==> src/rtl/regfile_dump.sv <==
// Debug read-out engine for the 32x32 MIPS register file: walks FIRST_REG..LAST_REG
// through one read port and streams {index, data} beats over valid/ready.
module regfile_dump #(
   parameter int FIRST_REG = 0,
   parameter int LAST_REG  = 31
) (
   input  logic        clk,
   input  logic        rst,
   input  logic        start,
   output logic        busy,
   output logic        done,
   output logic [4:0]  rd_addr,
   input  logic [31:0] rd_data,
   output logic        out_valid,
   input  logic        out_ready,
   output logic [4:0]  out_index,
   output logic [31:0] out_data
);

   typedef enum logic [1:0] {IDLE, READ, SEND, DONE} stateT;

   localparam logic [4:0] firstIdx = 5'(FIRST_REG);
   localparam logic [4:0] lastIdx  = 5'(LAST_REG);

   stateT      state;
   stateT      stateNext;
   logic [4:0] idx;
   logic [4:0] idxNext;
   logic       capture;

   // Next-state logic: one READ cycle per register, then hold in SEND until accepted.
   always_comb begin
      stateNext = state;
      idxNext   = idx;
      capture   = 1'b0;
      case (state)
         IDLE: begin
            if (start) begin
               stateNext = READ;
               idxNext   = firstIdx;
            end
         end
         READ: begin
            stateNext = SEND;
            capture   = 1'b1;
         end
         SEND: begin
            if (out_ready) begin
               if (idx == lastIdx) begin
                  stateNext = DONE;
               end else begin
                  idxNext   = idx + 5'd1;
                  stateNext = READ;
               end
            end
         end
         DONE: begin
            stateNext = IDLE;
         end
         default: begin
            stateNext = IDLE;
         end
      endcase
   end

   // State, index and the captured beat; the beat registers only load in READ so they
   // stay frozen for the whole SEND phase.
   always_ff @(posedge clk) begin
      if (rst) begin
         state     <= IDLE;
         idx       <= '0;
         out_index <= '0;
         out_data  <= '0;
      end else begin
         state <= stateNext;
         idx   <= idxNext;
         if (capture) begin
            out_index <= idx;
            out_data  <= rd_data;
         end
      end
   end

   // All outputs decode registered state, so out_ready never reaches them combinationally.
   assign busy      = (state != IDLE);
   assign done      = (state == DONE);
   assign out_valid = (state == SEND);
   assign rd_addr   = idx;

endmodule

==> config.mk <==
export PLATFORM = sky130hd
export DESIGN_NAME = regfile_dump
export DESIGN_NICKNAME = d
export VERILOG_FILES = /design/src/rtl/regfile_dump.sv
export SDC_FILE = /design/constraint.sdc
export NUM_CORES = 1
export LEC_CHECK = 0
export ABC_AREA = 0
export CAP_MARGIN = 20
export CORE_MARGIN = 8
export CORE_UTILIZATION = 40
export DETAILED_ROUTE_END_ITERATION = 12
export PLACE_DENSITY_LB_ADDON = 0.2
export SETUP_SLACK_MARGIN = 0.15
export SYNTH_ARGS = -nofsm -noshare
export SYNTH_HDL_FRONTEND = slang
export SYNTH_SLANG_ARGS = --single-unit
==> constraint.sdc <==
create_clock -name clk -period 2.1 [get_ports clk]
set_input_delay 0.42 -clock clk [delete_from_list [all_inputs] [get_ports clk]]
set_output_delay 0.42 -clock clk [all_outputs]
set_load 0.02 [all_outputs]
# After elaboration in Yosys (flattened, before gate mapping)
# Index checks and enable logic that the tools add are counted.
[totals]
elab_cells = 26
register_bits = 44
output_inout_bits = 45
[op_classes]
add_sub_neg = 1
eq_ne = 7
mux = 9
n_reduce_logical = 5
[ops]
columns = ["cell", "count"]
rows = [
  ["5-bit 2-to-1 mux", 3],
  ["5-bit case mux with 2 select lines", 1],
  ["2-bit case mux with 4 select lines", 1],
  ["2-bit 2-to-1 mux", 3],
  ["5-bit by 1-bit adder with 5-bit output (second input constant)", 1],
  ["5-bit equality test (second input constant)", 1],
  ["2-bit equality test (second input constant)", 2],
  ["2-bit inequality test (second input constant)", 2],
  ["4-bit AND reduction", 1],
  ["2-bit nonzero test", 2],
  ["2-bit by 1-bit equality test with 1-bit output (second input constant)", 1],
  ["2-bit logical NOT", 1],
  ["2-bit by 1-bit inequality test with 1-bit output (second input constant)", 1],
  ["2-bit AND reduction", 1],
  ["1-bit 2-to-1 mux", 1],
]

# Longest topological paths before layout
# Gate-level depths: netlist of run 1.
[depth]
depth_word = 4
ltp_mapped = 6

# Worst setup path after synthesis of run 1
# OpenSTA, ideal clock, no wires.
[synth_path]
kind = "register to register"
start = "register idx[0] (netlist: rd_addr[0])"
end = "register idx[3] (netlist: rd_addr[3])"
period_less_slack_ns = 1.806
stages_incl_launch_ff = 7
n_path_buf = 0
t_arrival_ns = 1.718
slack_ns = 0.294
path_cell_list = "dfxtp_1 > ha_1 > and3_1 > ha_1 > and4bb_4 > a41oi_2 > a311oi_2"
[synth_via]
elab_chain_len = 4
word_cells_on_any_way = 7
[synth_lines]
columns = ["item", "line_no", "rtl"]
rows = [
  ["start, declared", "27", "logic [4:0] idx;"],
  ["start signal, assigned", "76", "idx <= idxNext;"],
  ["5-bit by 1-bit adder with 5-bit output", "52", "idxNext = idx + 5'd1;"],
  ["5-bit 2-to-1 mux", "49", "if (idx == lastIdx) begin"],
  ["5-bit 2-to-1 mux", "48", "if (out_ready) begin"],
  ["5-bit case mux with 2 select lines", "36", "case (state)"],
]
# Parallel ways exist; a longest one is shown, timed or not. The select of a mux whose other input is x is not followed.
# A chain may end at the register's enable or synchronous reset.

# Final worst setup path of run 1
[layout_path]
start = "register idx[2] (netlist: rd_addr[2])"
end = "output rd_addr[2]"
[layout_rtl]
columns = ["item", "line_no", "rtl"]
rows = [
  ["end, declared", "12", "output logic [4:0] rd_addr,"],
]
# No word-level cell between the ends.

==> results of run 1 <==
==> worst paths after layout <==
check                                  from     endpoint  cells past startpoint
worst max-delay path             rd_addr[2]   rd_addr[2]                      1
worst min-delay path            out_data[5]  out_data[5]                      2
worst max register to register   rd_addr[1]   rd_addr[3]                      6
worst min register to register  out_data[5]  out_data[5]                      2
==> Yosys cell counts (2+ instances only) <==
library cell | instances | area, sq um
nand4b_1 | 2 | 17.52
buf_4 | 5 | 37.54
a21oi_1 | 42 | 210.2
ha_1 | 2 | 25.02
nand2_1 | 76 | 285.3
nor2b_1 | 2 | 12.51
dfxtp_1 | 44 | 880.8
buf_2 | 3 | 15.01
clkbuf_1 | 6 | 22.52
nand2b_1 | 2 | 12.51
nand3_1 | 4 | 20.02
==> cells by family after synthesis <==
group | Yosys count | share of synthesized area (%)
AOI/OAI and AO/OA | 46 | 15.22
buffers and inverters | 16 | 5.373
adders and majority gates | 2 | 1.492
and+or+nand+nor | 94 | 24.78
DFF | 44 | 52.54
muxes | 1 | 0.5970
==> power by group through the flow <==
stage	registers, W	logic [W]	clock network [W]
2_1_floorplan	0.000947	0.000111	0
3_3_place_gp	0.000907	0.000307	0
3_5_place_dp	0.000909	0.000310	0
4_1_cts	0.000890	0.000310	0.000562
5_1_grt	0.000895	0.000330	0.000598
6_report	0.000889	0.000305	0.000536
==> stage by stage <==
| step | hold slack, ns | std cells |
|---|---|---|
| floorplan | 0.5167 | 203 |
| global placement | 0.4410 | 323 |
| detailed placement | 0.4453 | 323 |
| CTS | 0.4566 | 331 |
| global route | 0.4724 | 331 |
| finish | 0.4536 | 331 |
==> metal layers <==
metal | part of all wire, % | vias to the layer above | GRT usage (%)
li1 | - | 822 | -
met1 | 41 | 744 | 17.17
met2 | 49 | 43 | 22.45
met3 | 9.2 | 2 | 5.740
met4 | 0.41 | 0 | 3.214
met5 | 0 | - | 0
==> area by class of cell <==
class,count,area (sq um),area share (%)
sequential,44,883.3,33.96
timing repair buffer,85,850.8,32.71
multi-input combinational,143,708.2,27.22
clock buffer,6,82.58,3.175
tap,50,62.56,2.405
clock inverter,2,10.01,0.3848
inverter,1,3.754,0.1443
==> placed cells by master, fill, tap and decap left out, types with 2 or more instances in the layout <==
cell / synthesis / layout
nand2b_1: 2 / 2
dfxtp_2: 0 / 2
a21oi_1: 42 / 42
nand3_1: 4 / 4
nand4b_1: 2 / 2
dlygate4sd2_1: 0 / 2
clkdlybuf4s50_1: 0 / 77
nand2_1: 76 / 76
clkinv_2: 0 / 2
dfxtp_1: 44 / 42
ha_1: 2 / 2
buf_4: 5 / 4
clkbuf_8: 0 / 6
==> state kept, by name, summed over array words and instances, names as in the netlist <==
register and flops:
out_index 5, out_data 32, state 2, rd_addr 5
==> impl_results.md, run 1 <==
- Vias: between 1.5k and 2k
- Clk_lat worst skew: just under 0.3 ns
- Cell Area, Synth: 0.001677 sq mm
- Yosys warns: 0
- Max-slew headroom: 73.67%
- Clock sink count: 44
- Run status: completed
- IO Pins: 81
- DRT Pass-1 Iters: 4
- Initial core utilization: 41.61%
- Share of power burned in combinational logic: 17.6%
- Global Route Usage Sum: 14.00%
- Sequential Power Share: between 50% and 60%
- DP HPWL: around 3200 microns
- Starting DRC count in detailed routing: 80
- Unrepaired setup endpoints after global routing: false
- DRC viols: 0
- Cell-internal power: 0.001288 W
- Clock Pin Slew Worst Setup and Hold Paths: 0.08 ns
- Final Power: between 0.0015 and 0.002 W
- Crit Path Class: reg2out
- Main synth FF type: dfxtp_1
- Die Wd: 80.74 microns
- Synth Instances: 203
- FILL cells: 377
- WP buf/inv: 1
- Core area: 0.004029 sq mm
- Tmin final: roughly 1.8 ns
- Nets@finish: 318
- Share of cells above drive strength 1: 7.117%
- Max-cap violations: 0
- Maximum VDD drop: 0.0004157 V
- CP required: 1.68 ns
- Post-CTS Resized: 3
- Row cnt: 23
- Netlist cell types: 26
- Slew @ Worst Pin: 0.3949 ns
- Worst path slowest cell: clkdlybuf4s50_1
- R2r setup slk: 0.28 ns
- PD cells: 665.1 mW/mm^2
- Post-synth ARST share: 0%
- Die ar.: 0.006519 sq mm
- Vias/cell: about 5
- Cell area after layout: 0.002601 sq mm
- Num CTS Buffers: 5
- Final core utilization: approximately 65%
- Tcrit/Tclk final: 87.51%
- Max Root-Sink Buffers: 2
- Max Fclk: between 500 and 600 MHz
- CTS H-Tree Depth: 2
- Max FO, Critical Path: 7
- Crit path arrival time: 1.42 ns
- Setup violators final: 0
- Vias in the first global route: 1,499
- WL/cell: 13.90 microns
- Final WS setup: 0.2623 ns
- Initial antenna violation count: 0
- Final hold violation count: 0
- Hold Buf Count CTS: 0
- Largest net degree at the start of global routing: between 40 and 50
- Syn Area/Cell: 8.259 sq um
- Static leakage: 0.9467 nW
- Seq cells post-synth: 44
- Area grow syn2layout: 55.15%
- Total grt overflow: 0
- P_sw: 0.0004421 W
- Total wire length: 4601 microns
- CTS Root Cell: clkbuf_8
- Worst-path cell chain: clkdlybuf4s50_1
- GPL Wtd Cong: 0.7609
- Post-CTS setup buffer count: 0
- First-pass GRT wire length: 7251 microns
- Top Family by Delay on Critical Path: buffers and inverters
- Ant diodes: 0
- CTS tree: yes
- Post-route setup TNS: 0 ns
- Hold Crit Class: reg2reg
- Sw frac: 25.56%
- Dpl ws: 0.2732 ns
- Max incr delay on CP: 0.67 ns
- Die Ht: 80.74 microns
- Slew Viols, Final: 0
- Placed cell area: 0.002506 sq mm
- Crit. End Element: output port
- Seq/Total Area, Yosys: 52.54%
- Part of the power in the clock network: 31.0%
- Post-synth EDFFs: 0
- Mapped Nets: 241
- Clock Skew: between 0.007 and 0.008 ns
- ANT nets after route: 0
- IO Port Bufs: 80
- CP Launch Type: register
Note: power is estimated with default switching activity, not from simulation.
==> run 2: changes to the inputs <==
--- a/config.mk
+++ b/config.mk
@@ -6,10 +6,12 @@
 export NUM_CORES = 1
 export LEC_CHECK = 0
 export ABC_AREA = 0
+export ABC_CLOCK_PERIOD_IN_PS = 1800
 export CAP_MARGIN = 20
 export CORE_MARGIN = 8
-export CORE_UTILIZATION = 40
+export CORE_UTILIZATION = 60
 export DETAILED_ROUTE_END_ITERATION = 12
+export DONT_BUFFER_PORTS = 1
 export PLACE_DENSITY_LB_ADDON = 0.2
 export SETUP_SLACK_MARGIN = 0.15
 export SYNTH_ARGS = -nofsm -noshare
==> constraint.sdc (replaced) <==
create_clock -name clk -period 1.8 [get_ports clk]
set_input_delay 0.36 -clock clk [delete_from_list [all_inputs] [get_ports clk]]
set_output_delay 0.36 -clock clk [all_outputs]
set_load 0.02 [all_outputs]
==> run 2 against run 1 <==
Effect of this change:
- clock skew about the same
- register-to-register slack got worse by 0.11 ns
- sequential share of layout area increased by 15 points
- highest routed layer unchanged
- die area decreased by 27%
- power decreased by 0.29%
- worst setup slack got worse by 0.089 ns
- global-route usage increased by 2.2 points
- largest cell class unchanged
==> impl_results.md, run 2 (synthesis gave the netlist of run 1 again) <==
- Vias/cell: 5.647 (was 4.867)
- CP required: 2.05 ns (was 1.68 ns)
- Num CTS Buffers: 5 (unchanged)
- Crit path arrival time: 1.88 ns (was 1.42 ns)
- Die Wd: 68.86 microns (was 80.74 microns)
- Final hold violation count: 0 (unchanged)
- Ant diodes: 0 (unchanged)
- Die Ht: 68.86 microns (was 80.74 microns)
- Initial antenna violation count: 0 (unchanged)
- Crit Path Class: reg2reg (was reg2out)
- Multi-input logic area: 742.0 sq um (was 708.2 sq um)
- WP buf/inv: 0 (was 1)
- Top Family by Delay on Critical Path: simple AND/OR/NAND/NOR gates (was buffers and inverters)
- CTS tree: yes (unchanged)
- Run status: completed (unchanged)
- Clock Pin Slew Worst Setup and Hold Paths: 0.12 ns (was 0.08 ns)
- Maximum VDD drop: 0.0009398 V (was 0.0004157 V)
- Slew @ Worst Pin: 0.3955 ns (was 0.3949 ns)
- Crit path top cell by count: ha_4
- CP Launch Type: register (unchanged)
- Area grow syn2layout: 8.582% (was 55.15%)
- Max incr delay on CP: 0.37 ns (was 0.67 ns)
- Vias: 1,344 (was 1,611)
- Share of cells above drive strength 1: 14.98% (was 7.117%)
- GPL Wtd Cong: 0.6979 (was 0.7609)
- Commonest non-fill, non-tap cell in the layout: nand2_1 (was clkdlybuf4s50_1)
- WL/cell: 16.95 microns (was 13.90 microns)
- Tmin final: 1.626 ns
- Total grt overflow: 0 (unchanged)
- ANT nets after route: 0 (unchanged)
- Max-slew headroom: 73.60% (was 73.67%)
- Commonest non-fill, non-tap cells in the layout: 76 x nand2_1, 41 x a21oi_1, 41 x dfxtp_1 (was 77 x clkdlybuf4s50_1, 76 x nand2_1, 42 x a21oi_1, 42 x dfxtp_1, 6 x clkbuf_8)
- Die ar.: 0.004742 sq mm (was 0.006519 sq mm)
- DRC viols: 0 (unchanged)
- FILL cells: 233 (was 377)
- Max Root-Sink Buffers: 2 (unchanged)
- Clock Skew: 0.007588 ns (was 0.007313 ns)
- IO Pins: 81 (unchanged)
- Tcrit/Tclk final: 90.36%
- CTS Root Cell: clkbuf_4 (was clkbuf_8)
- Max FO, Critical Path: 5 (was 7)
- Max-cap violations: 0 (unchanged)
- Vias in the first global route: 1,242 (was 1,499)
- Hold Crit Class: in2reg (was reg2reg)
- Starting DRC count in detailed routing: 74 (was 80)
- DP HPWL: 2957 microns (was 3217 microns)
- Largest net degree at the start of global routing: 45 (unchanged)
- PD cells: 947.6 mW/mm^2 (was 665.1 mW/mm^2)
- First-pass GRT wire length: 5809 microns (was 7251 microns)
- DRT Pass-1 Iters: 4 (unchanged)
- Slew Viols, Final: 0 (unchanged)
- Post-route setup TNS: 0 ns (unchanged)
- Clock sink count: 44 (unchanged)
- Largest Register: out_data (unchanged)
- Core area: 0.002710 sq mm (was 0.004029 sq mm)
- Unrepaired setup endpoints after global routing: true (was false)
- CTS H-Tree Depth: 2 (unchanged)
- Row cnt: 19 (was 23)
- Max Fclk: 614.8 MHz
- Static leakage: 0.6299 nW (was 0.9467 nW)
- Worst path slowest cell: dfxtp_4 (was clkdlybuf4s50_1)
- Global Route Usage Sum: 16.22% (was 14.00%)
- Largest register FFs: 32 (unchanged)
- Crit. End Element: register (was output port)
- Initial core utilization: 61.87% (was 41.61%)
- Sequential cell area: 887.1 sq um (was 883.3 sq um)
- Total wire length: 4033 microns (was 4601 microns)
- Worst-path cell chain: ha_4 > and3_4 > ha_4 > and4bb_4 > a21oi_1 > a311oi_1 (was clkdlybuf4s50_1)
- Final core utilization: 67.17% (was 64.57%)
- IO Port Bufs: 0 (was 80)
- Clk_lat worst skew: 0.35 ns (was 0.29 ns)
- Nets@finish: 244 (was 318)
- Setup violators final: 0 (unchanged)
-- run 2: metrics by stage --
stage	hold slack, ns	worst slack [ns]	total power (W)	cells	instance area [sq um]
after floorplan	0.4960	0.1524	0.001233	203	1694
after CTS	0.03586	0.1547	0.001745	236	1785
final	0.05730	0.1736	0.001725	238	1821
after global placement	0.4288	0.1890	0.001239	228	1717
after global routing	0.01084	0.1010	0.001812	238	1821
after detailed placement	0.4287	0.1299	0.001248	228	1717
-- run 2: worst paths after layout --
path,slack (ns),cells after the start,from,to
min reg2reg,0.56,2,out_index[3],out_index[3]
max,0.17,6,rd_addr[0],rd_addr[2]
max reg2reg,0.17,6,rd_addr[0],rd_addr[2]
min,0.06,1,rst,rd_addr[1]
-- run 2: per-layer routing --
metal	part of all wire [%]	track usage, %	vias up
met2	48	26.01	56
met1	37	18.17	601
met3	13	7.108	8
met5	0	0	-
met4	1.6	7.519	0
li1	-	-	679
-- run 2: timing repair --
action                     in CTS  in global routing
resized for setup               1                  4
setup endpoints to repair       1                  5
buffers inserted                0                  2
hold buffers                    0                  0
pin swaps                       3                  5
-- run 2: final cells by class --
class	count	area share [%]
Clock buffer	6	2.818
Sequential cell	44	48.73
Timing Repair Buffer	11	4.536
Multi-Input combinational cell	143	40.76
Tap cell	31	2.131
Inverter	1	0.2062
Clock inverter	2	0.8247
-- run 2: where the power goes --
part	internal (W)	total, W	switching, W
Combinational	0.0000493	0.000129	0.0000795
Clock	0.000190	0.000501	0.000312
Sequential	0.00102	0.00110	0.0000801
==> run 3: changes to the inputs <==
--- a/config.mk
+++ b/config.mk
@@ -12,8 +12,10 @@
 export CORE_UTILIZATION = 60
 export DETAILED_ROUTE_END_ITERATION = 12
 export DONT_BUFFER_PORTS = 1
-export PLACE_DENSITY_LB_ADDON = 0.2
+export GPL_ROUTABILITY_DRIVEN = 0
+export PLACE_DENSITY = 0.83
 export SETUP_SLACK_MARGIN = 0.15
+export SKIP_LAST_GASP = 1
 export SYNTH_ARGS = -nofsm -noshare
 export SYNTH_HDL_FRONTEND = slang
 export SYNTH_SLANG_ARGS = --single-unit
==> run 3 against run 2 <==
Effect of this change:
- largest power group unchanged
- die area is the same
- maximum frequency up 3.6%
- routed wire length is 2.9% higher
- worst setup slack better by 0.056 ns
- via count rose by 1.1%
- largest cell class unchanged
==> impl_results.md, run 3 (synthesis gave the netlist of run 1 again) <==
- Run status: completed (unchanged)
- Num CTS Buffers: 5 (unchanged)
- Static leakage: 0.6270 nW (was 0.6299 nW)
- Row cnt: 19 (unchanged)
- Die Wd: 68.86 microns (unchanged)
- WL/cell: 17.51 microns (was 16.95 microns)
- CTS H-Tree Depth: 2 (unchanged)
- Clock Skew: 0.008883 ns (was 0.007588 ns)
- CP required: 2.09 ns (was 2.05 ns)
- Starting DRC count in detailed routing: 87 (was 74)
- Tmin final: 1.571 ns (was 1.626 ns)
- Commonest non-fill, non-tap cells in the layout: 76 x nand2_1, 42 x a21oi_1, 41 x dfxtp_1 (was 76 x nand2_1, 41 x a21oi_1, 41 x dfxtp_1)
- FILL cells: 242 (was 233)
- Slew @ Worst Pin: 0.3912 ns (was 0.3955 ns)
- Clk_lat worst skew: 0.35 ns (about the same)
- Die Ht: 68.86 microns (unchanged)
- Cell-internal power: 0.001220 W (was 0.001254 W)
- Clock sink count: 44 (unchanged)
- CP Launch Type: register (unchanged)
- Largest register FFs: 32 (unchanged)
- Slew Viols, Final: 0 (unchanged)
- Clock Pin Slew Worst Setup and Hold Paths: 0.13 ns (was 0.12 ns)
- IO Pins: 81 (unchanged)
- Dpl ws: 0.1420 ns (was 0.1299 ns)
- Crit path arrival time: 1.86 ns (was 1.88 ns)
- Global Route Usage Sum: 17.11% (was 16.22%)
- Commonest non-fill, non-tap cell in the layout: nand2_1 (unchanged)
- Area grow syn2layout: 7.911% (was 8.582%)
- Setup violators final: 0 (unchanged)
- Largest Register: out_data (unchanged)
- Vias in the first global route: 1,337 (was 1,242)
- Unrepaired setup endpoints after global routing: true (unchanged)
- Vias: 1,359 (was 1,344)
- Max Fclk: 636.7 MHz (was 614.8 MHz)
- Final hold violation count: 0 (unchanged)
- Initial core utilization: 61.87% (unchanged)
- P_sw: 0.0004634 W (was 0.0004711 W)
- Tcrit/Tclk final: 87.25% (was 90.36%)
- Total wire length: 4149 microns (was 4033 microns)
- Maximum VDD drop: 0.0009882 V (was 0.0009398 V)
- Final WS setup: 0.2295 ns (was 0.1736 ns)
- Share of power burned in combinational logic: 8.0% (was 7.5%)
- ANT nets after route: 0 (unchanged)
- Sequential Power Share: 65.1% (was 63.5%)
- Core area: 0.002710 sq mm (unchanged)
- Initial antenna violation count: 0 (unchanged)
- Part of the power in the clock network: 26.9% (was 29.1%)
- Max FO, Critical Path: 5 (unchanged)
- Sw frac: 27.53% (was 27.31%)
- Max Root-Sink Buffers: 2 (unchanged)
- DP HPWL: 3100 microns (was 2957 microns)
- Nets@finish: 243 (was 244)
- Ant diodes: 0 (unchanged)
- Crit. End Element: register (unchanged)
- Max-cap violations: 0 (unchanged)
- DRC viols: 0 (unchanged)
- DRT Pass-1 Iters: 4 (unchanged)
- CTS Root Cell: clkbuf_4 (unchanged)
- First-pass GRT wire length: 6113 microns (was 5809 microns)
- Hold Crit Class: in2reg (unchanged)
- Largest net degree at the start of global routing: 45 (unchanged)
- Crit Path Class: reg2reg (unchanged)
- IO Port Bufs: 0 (unchanged)
- Share of cells above drive strength 1: 13.59% (was 14.98%)
- Hold Buf Count CTS: 0 (unchanged)
- PD cells: 930.4 mW/mm^2 (was 947.6 mW/mm^2)
- Post-route setup TNS: 0 ns (unchanged)
- Total grt overflow: 0 (unchanged)
- Vias/cell: 5.734 (was 5.647)
- CTS tree: yes (unchanged)
- Die ar.: 0.004742 sq mm (unchanged)
- Max-slew headroom: 73.88% (was 73.60%)
==> run 3: layout make-up <==
class / count / area [sq um] / share of cell area [%]
clock inverter: 2 / 12.51 / 0.6916
tap: 31 / 38.79 / 2.144
timing repair buffer: 10 / 87.58 / 4.841
sequential: 44 / 887.1 / 49.03
clock buffer: 6 / 41.29 / 2.282
multi-input combinational: 143 / 738.2 / 40.80
inverter: 1 / 3.754 / 0.2075
==> run 3: repair_timing <==
item	CTS	global route
cloned	0	0
gates resized for setup	1	3
endpoints found under the setup margin	2	10
buffers inserted	1	0
pin swaps	3	3
==> run 3: stage by stage <==
stage,hold WS [ns],power (W),util [%],std cells,instance area (sq um)
global route,0.01599,0.001758,66.76,237,1809
detailed placement,0.4288,0.001255,63.80,228,1729
global placement,0.4291,0.001243,63.80,228,1729
floorplan,0.4960,0.001233,-,203,1694
finish,0.06601,0.001683,66.76,237,1809
CTS,0.04147,0.001698,66.16,237,1793
==> run 3: critical path, cell delays in order, from the launching register on <==
cell and delay, ns:
dfxtp_4 0.37, ha_4 0.16, and3_4 0.18, ha_4 0.15, and4bb_4 0.34, buf_4 0.11, nand4b_1 0.08, a21oi_1 0.12
==> run 3: final timing paths <==
path                            cells after the start  slack (ns)   startpoint           to
worst max-delay path                                7        0.23   rd_addr[0]   rd_addr[4]
worst min-delay path                                1        0.07          rst   rd_addr[0]
worst max register to register                      7        0.23   rd_addr[0]   rd_addr[4]
worst min register to register                      2        0.56  out_data[1]  out_data[1]
==> run 3: power groups by stage <==
stage	Sequential [W]	Combinational (W)	Clock, W
floorplan	0.00110	0.000129	0
global placement	0.00112	0.000126	0
detailed placement	0.00112	0.000135	0
CTS	0.00110	0.000136	0.000464
global route	0.00110	0.000151	0.000505
finish	0.00110	0.000135	0.000452
==> run 3: routing by layer <==
metal,vias to the layer above,global-route usage (%),part of all wire [%]
met2,61,30.72,51
met4,0,6.266,1.7
met3,11,8.401,13
li1,672,-,-
met5,-,0,0
met1,615,16.52,34
